--- src/rtl/multirate_sequencer.sv ---
// rtl/multirate_sequencer.sv - slot sequencer for the L-interpolate / FIR / M-decimate bandpass path
module multirate_sequencer #(
    parameter int WIDTH = 8,
    parameter int L     = 2,
    parameter int M     = 2,
    parameter int FILL  = 14
) (
    input  logic             clk,
    input  logic             reset,
    input  logic             start,
    input  logic             stop,
    input  logic             in_valid,
    output logic             in_ready,
    input  logic [WIDTH-1:0] data_in,
    output logic             dp_clr,
    output logic             dp_en,
    output logic [WIDTH-1:0] dp_sample,
    input  logic [WIDTH-1:0] dp_result,
    output logic             out_valid,
    input  logic             out_ready,
    output logic [WIDTH-1:0] data_out,
    output logic             busy
);
    localparam int PW = (L > 1) ? $clog2(L) : 1;
    localparam int DW = (M > 1) ? $clog2(M) : 1;
    localparam int FW = (FILL > 0) ? $clog2(FILL + 1) : 1;
    localparam logic [PW-1:0] PHASE_LAST = PW'(L - 1);
    localparam logic [DW-1:0] DEC_LAST   = DW'(M - 1);
    localparam logic [FW-1:0] FILL_N     = FW'(FILL);

    typedef enum logic [1:0] {S_IDLE, S_FILL, S_RUN, S_FLUSH} state_t;

    state_t           state_q, state_d;
    logic [PW-1:0]    phase_q, phase_d;
    logic [DW-1:0]    dec_q, dec_d;
    logic [FW-1:0]    fill_q, fill_d;
    logic [FW-1:0]    flush_q, flush_d;
    logic             pend_keep_q, pend_keep_d;
    logic             out_valid_q, out_valid_d;
    logic [WIDTH-1:0] data_out_q, data_out_d;
    logic             dp_clr_q, dp_clr_d;

    logic active, flushing, phase0, src_ok, slot_left, go, keep;

    always_comb begin
        active    = (state_q != S_IDLE);
        flushing  = (state_q == S_FLUSH);
        phase0    = (phase_q == '0);
        src_ok    = (phase0 && !flushing) ? in_valid : 1'b1;
        slot_left = !flushing || (flush_q != FILL_N);
        // The capture cycle (pend_keep) blocks issue so a result never overwrites an unsent one.
        go        = active && slot_left && src_ok && (!out_valid_q || out_ready) && !pend_keep_q;
        keep      = go && (dec_q == '0) && ((fill_q == FILL_N) || flushing);

        state_d     = state_q;
        phase_d     = phase_q;
        dec_d       = dec_q;
        fill_d      = fill_q;
        flush_d     = flush_q;
        pend_keep_d = keep;
        out_valid_d = out_valid_q;
        data_out_d  = data_out_q;
        dp_clr_d    = 1'b0;

        if (go) begin
            phase_d = (phase_q == PHASE_LAST) ? '0 : phase_q + 1'b1;
            dec_d   = (dec_q == DEC_LAST) ? '0 : dec_q + 1'b1;
            if (fill_q != FILL_N) begin
                fill_d = fill_q + 1'b1;
            end
            if (flushing) begin
                flush_d = flush_q + 1'b1;
            end
        end

        if (pend_keep_q) begin
            out_valid_d = 1'b1;
            data_out_d  = dp_result;
        end else if (out_ready) begin
            out_valid_d = 1'b0;
        end

        case (state_q)
            S_IDLE: begin
                if (start) begin
                    state_d     = S_FILL;
                    dp_clr_d    = 1'b1;
                    phase_d     = '0;
                    dec_d       = '0;
                    fill_d      = '0;
                    flush_d     = '0;
                    pend_keep_d = 1'b0;
                end
            end
            S_FILL: begin
                if (stop) begin
                    state_d = S_FLUSH;
                end else if (fill_d == FILL_N) begin
                    state_d = S_RUN;
                end
            end
            S_RUN: begin
                if (stop) begin
                    state_d = S_FLUSH;
                end
            end
            S_FLUSH: begin
                if ((flush_q == FILL_N) && !pend_keep_q && !out_valid_q) begin
                    state_d = S_IDLE;
                end
            end
            default: state_d = S_IDLE;
        endcase
    end

    always_ff @(posedge clk or negedge reset) begin
        if (!reset) begin
            state_q     <= S_IDLE;
            phase_q     <= '0;
            dec_q       <= '0;
            fill_q      <= '0;
            flush_q     <= '0;
            pend_keep_q <= 1'b0;
            out_valid_q <= 1'b0;
            data_out_q  <= '0;
            dp_clr_q    <= 1'b0;
        end else begin
            state_q     <= state_d;
            phase_q     <= phase_d;
            dec_q       <= dec_d;
            fill_q      <= fill_d;
            flush_q     <= flush_d;
            pend_keep_q <= pend_keep_d;
            out_valid_q <= out_valid_d;
            data_out_q  <= data_out_d;
            dp_clr_q    <= dp_clr_d;
        end
    end

    assign in_ready  = go && phase0 && !flushing;
    assign dp_en     = go;
    assign dp_sample = (active && !flushing && phase0) ? data_in : '0;
    assign dp_clr    = dp_clr_q;
    assign out_valid = out_valid_q;
    assign data_out  = data_out_q;
    assign busy      = active;

endmodule
--- config.mk ---
export PLATFORM = sky130hd
export DESIGN_NAME = multirate_sequencer
export DESIGN_NICKNAME = d
export VERILOG_FILES = /design/src/rtl/multirate_sequencer.sv
export SDC_FILE = /design/constraint.sdc
export NUM_CORES = 1
export LEC_CHECK = 0
export CAP_MARGIN = 30
export CORE_MARGIN = 4
export CORE_UTILIZATION = 30
export CTS_CLUSTER_DIAMETER = 120
export DETAILED_ROUTE_END_ITERATION = 10
export DONT_BUFFER_PORTS = 1
export PLACE_DENSITY = 0.5
export SLEW_MARGIN = 25
export SYNTH_ARGS = -nofsm -noshare
export SYNTH_HDL_FRONTEND = slang
export SYNTH_SLANG_ARGS = --single-unit
--- constraint.sdc ---
create_clock -name clk -period 2.7 [get_ports clk]
set_clock_uncertainty 0.15 [all_clocks]
set_input_delay 0.27 -clock clk [delete_from_list [all_inputs] [get_ports clk]]
set_output_delay 0.27 -clock clk [all_outputs]
set_load 0.02 [all_outputs]
Yosys cells after proc, flatten, opt, wreduce, memory -nomap -nowiden
Index checks and enable logic that the tools add are counted.
{ "word_totals": {"reg_bits": 23, "romBits": 0, "latchBits": 0, "n_memories": 0, "ram_bits": 0, "word_cells": 80} }
{ "op_classes": {"n_bitwise": 2, "n_eq_ne": 12, "order_cmp": 0, "div": 0, "n_mul": 0, "muxes": 30, "addsub": 4, "shifts": 0, "reduce_logical": 23} }
{ "ops": {"columns": ["op", "n"], "rows": [
  ["$mux W4", 8],
  ["$mux W1", 15],
  ["$logic_and A1 B1 Y1", 13],
  ["$eq A4 B4 Y1 const B", 3],
  ["$mux W2", 5],
  ["$add A4 B1 Y4 const B", 2],
  ["$mux W8", 1],
  ["$ne A4 B4 Y1 const B", 2],
  ["$pmux W2 S4", 1],
  ["$eq A2 B2 Y1 const B", 2],
  ["$ne A2 B2 Y1 const B", 2],
  ["$reduce_and A4 Y1", 1],
  ["$reduce_bool A2 Y1", 2],
  ["$logic_not A1 Y1", 3],
  ["$logic_or A1 B1 Y1", 3],
  ["$ne A3 B3 Y1 const B", 1],
  ["$add A1 B1 Y1 const B", 2],
  ["$eq A2 B1 Y1 const B", 1],
  ["$logic_not A2 Y1", 1],
  ["$ne A2 B1 Y1 const B", 1],
  ["$not A1 Y1", 2]
]} }

Logic depth before layout (Yosys ltp)
{ "depth": {"word_depth": 12, "depth_mapped": 8} }

Worst setup path before layout
OpenSTA, ideal clock, no wires.
{ "synth_timing": {"path_type": "register to register", "start": "register state_q[0]", "end": "register state_q[1]", "slack_ns": 0.343, "arrival_ns": 2.081, "path_stages_with_launch": 9, "t_required_ns": 2.424, "period_less_slack_ns": 2.357, "cell_sequence": "dfrtp_1 > ha_1 > buf_6 > nand4_4 > o31ai_4 > nor3_4 > mux2i_1 > a311oi_1 > a311o_1"} }
{ "synth_via": {"elab_chain_cells": 11, "word_cells_on_any_way": 21, "cone_classes": "eq/ne (8); mux (3); reduce/logical (10)"} }
{ "synth_lines": {"columns": ["item", "line", "text"], "rows": [
  ["start: declaration", "33", "state_t state_q, state_d;"],
  ["start signal: assignment", "128", "state_q <= state_d;"],
  ["$eq A2 B2 Y1", "47", "flushing = (state_q == S_FLUSH);"],
  ["$logic_not A1 Y1", "49, 50", null],
  ["$logic_and A1 B1 Y1 / $logic_or A1 B1 Y1 (equally long branches)", "49, 50", null],
  ["$mux W1 / $logic_and A1 B1 Y1 (equally long branches)", "49, 52", null],
  ["$logic_and A1 B1 Y1 (*) (3 in series)", "52", "go = active && slot_left && src_ok && (!out_valid_q || out_ready) && !pend_keep_q;"],
  ["named net dp_en", "16", "output logic dp_en,"],
  ["$mux W4 (*)", "65", "if (go) begin"],
  ["$eq A4 B4 Y1 (*)", "98", "end else if (fill_d == FILL_N) begin"],
  ["$ne A3 B3 Y1 (no line) (*)", null, null],
  ["$reduce_and A4 Y1 (no line) (*)", null, null]
]} }
Mark *: on every way through the listed nets, which the timed path passes. The rest lies on a longest branch.
A chain may end at the register's enable or synchronous reset.

Worst setup path in the final report
{ "layout_timing": {"start": "register state_q[0]", "end": "output in_ready"} }
{ "layout_via": {"elab_chain_cells": 9, "word_cells_on_any_way": 12, "cone_classes": "eq/ne (1); mux (1); reduce/logical (10)"} }
{ "layout_lines": {"columns": ["item", "line", "text"], "rows": [
  ["$eq A2 B2 Y1", "47", null],
  ["$logic_not A1 Y1", "49, 50, 140", null],
  ["$logic_and A1 B1 Y1 / $logic_or A1 B1 Y1 (equally long branches)", "49, 50", null],
  ["$mux W1 / $logic_and A1 B1 Y1 (equally long branches)", "49, 52", null],
  ["$logic_and A1 B1 Y1 (3 in series)", "52", null],
  ["$logic_and A1 B1 Y1", "140", "assign in_ready = go && phase0 && !flushing;"],
  ["$logic_and A1 B1 Y1 (*)", "140", null],
  ["end: declaration", "13", "output logic in_ready,"]
]} }
Mark *: on every way between the ends. The rest lies on a longest branch, timed or not.

==> out/qor.csv <==
metric;value;unit
status;complete, no violations;
most frequent cells in the layout;23 x dfrtp_1, 10 x inv_1;
Logic pwr share;52.3;%
post-synthesis adder-cell area fraction;9.36;%
Syn Std Cell Area;1340;um^2
Area after DPL;1390;um^2
Mapped Cells;125;
Syn-to-layout area delta;14.5;%
sequential power share;36.9;%
Clock Power Share;10.8;%
Post-Place Worst Slack;121;ps
largest family of logic cells by synthesized area;simple AND/OR/NAND/NOR gates;
largest net degree at the start of global routing;24;
WS Path Type;flip-flop to output pin;
Hold Crit Class;input port to flip-flop;
Antenna diodes;0;
register area share after synthesis;43.1;%
max_cap viols;0;
clock sink count;23;
Vias/cell;5.08;
Critical Path Source Type;flip-flop;
measured slew at the worst slew-check pin;527;ps
area leader, netlist;dfrtp_1;
dpl hpwl;2.01;mm
Final Critical Period;2520;ps
post-synthesis area per instance;10.7;um^2
critical path arrival;2100;ps
peak supply drop;0.498;mV
final WL;2.81;mm
Sw Ratio;47.8;%
initial antenna violation count;0;
GP Congestion;0.869;
Yosys warning count;0;
final instance area;1530;um^2
Max Fclk;397;MHz
layout cells sized above 1;14.6;%
port bufs;0;
Data required, critical path;2280;ps
CTS root buf;clkbuf_8;
reg2reg end;state_q[0];
compound-cell area share of the yosys netlist;9.36;%
std cell rows;24;
TritonCTS Buffers;3;
simple-gate share of the synthesized area;19.9;%
CP startpoint;state_q[0];
cell internal pwr;1.08;mW
Mapped Nets;157;
I/O pin count;43;
CTS tree;built;
core footprint;4320;um^2
Slew Limit Fails;0;
GR Overflow Total;0;
Synth area leaders;dfrtp_1 43%, ha_1 9.4%, mux2_2 7.6%, and2_1 4.2%, mux2i_1 3.0%;
# fillers;438;
most common cell after layout, fill and taps aside;dfrtp_1;
TNS Setup;0;ps
Die Area;5590;um^2
Yosys top cell area share;43.1;%
leakage;0.712;nW
NumNets Final;170;
Reg2Reg Depth;7;
starting density of the core;30.9;%
post-synthesis mux area share;10.6;%
Worst Setup End Kind;output pin;
GRT Util Overall;9.94;%
drt wl/cell;14.8;um
chip height;74.7;um
DRC;0;
flops & latches, synth;23;
H-tree depth;1;
Distinct cells, synth;34;
RSZ-0062 raised after global routing;false;
R2R setup slack;250;ps
Clk pin slew, worst setup/hold paths;90;ps
vias in the first global route;937;
worst skew pair latency;270;ps
CP Capture Point;in_ready;
crit-path max FO;10;
DIE WIDTH;74.7;um
Max-slew headroom;64.9;%
P_sw;990;uW
# setup viols final;0;
post-route antenna net violation count;0;
Longest Clk Path Bufs;2;
final clock period utilization by the worst path;93.3;%
Detailed Route Iter0 Violations;45;
Final Hold Viols;0;
Synth Area in XOR/XNOR;2.62;%
First-pass DRT Iterations;4;
pwr dens;1350;nW/um^2
first-pass GRT wire length;4.25;mm
Worst Slack Setup Final;182;ps
Vias;960;
r2r startpoint;state_q[0];
## power by group through the flow
stage	Sequential, mW	Clock [mW]	Combinational, mW
final	0.765	0.223	1.08
after global routing	0.792	0.241	1.21
after CTS	0.766	0.230	1.09
after detailed placement	0.774	0	1.07
after global placement	0.769	0	1.04
after floorplan	0.713	0	0.908
## state kept, by name, indices dropped and copies added (netlist names)
signal	count
data_out	8
dec_q	1
dp_clr	1
fill_q	4
flush_q	4
out_valid	1
pend_keep_q	1
phase_q	1
state_q	2
## routing by layer
layer / share of wire, % / vias to the layer above / track usage, %
met3: 9.3 / 4 / 4.41
li1: - / 456 / -
met4: 0.96 / 0 / 2.37
met2: 46 / 39 / 16.5
met5: 0 / - / 0
met1: 44 / 461 / 11.9
## what timing repair did
item                                    CTS  global route
gates resized for setup                   0             1
hold endpoints to repair                 31            23
endpoints found under the setup margin    0             3
buffers inserted                          0             0
hold buffers                              9             1
## cell families after synthesis
family	after synthesis
and+or+nand+nor	45
DFF	23
AOI/OAI and AO/OA	16
buffers and inverters	14
muxes	13
adders and majority gates	10
xor gates and xnor gates	4
## synthesized netlist by cell type
cell,count
inv_1,10
o311a_1,1
o31ai_1,1
nor4_1,1
mux2_2,9
a311o_1,1
nor2b_1,3
o31ai_4,1
a21o_1,1
nand4_4,1
a21oi_1,5
ha_1,10
nand2_1,7
and2_1,9
o22ai_1,1
nand4_1,2
nor3b_1,1
xnor2_1,2
nand3_1,4
buf_6,2
nand2b_1,2
and3_1,3
nor2_1,9
nor4b_1,1
o2bb2ai_1,1
nor3_4,1
o21ai_0,1
a31oi_1,1
a311oi_1,2
clkbuf_1,2
xor2_1,2
dfrtp_1,23
and2b_1,1
mux2i_1,4
## per-stage QoR
stage          total power [mW]  std cells  utilization, %  hold WS (ps)
5_1_grt                    2.24        189            35.4           187
4_1_cts                    2.08        188            35.2           162
6_report                   2.07        189            35.4           169
3_5_place_dp               1.84        175            32.1          -175
2_1_floorplan              1.62        125               -          -176
3_3_place_gp               1.80        175            32.1          -175
## how the worst min path moves through the flow
stage	start	to	slack, ps	cells past startpoint
after floorplan	reset	data_out[0]	-180	0
after global placement	reset	data_out[0]	-170	0
after detailed placement	reset	data_out[0]	-180	0
after CTS	out_ready	out_valid	160	2
after global routing	out_ready	out_valid	190	2
final	out_ready	out_valid	170	2
## area by class of cell
| type | instances | area, um^2 | share of cell area (%) |
|---|---|---|---|
| multi-input cells | 88 | 696 | 45.5 |
| flip-flops and latches | 23 | 576 | 37.6 |
| inverters | 10 | 37.5 | 2.45 |
| clock buffers | 3 | 41.3 | 2.70 |
| clock inverters | 1 | 5.00 | 0.327 |
| well taps | 52 | 65.1 | 4.25 |
| repair buffers | 12 | 110 | 7.20 |
## worst max-delay path: stages, from the launching register on
cell and delay [ps]:
dfrtp_1 440, ha_2 300, nand4_4 130, o31ai_4 90, nor3_4 230, buf_4 230
ha_1 160, and2b_1 240
(Power assumes the default switching activity.)
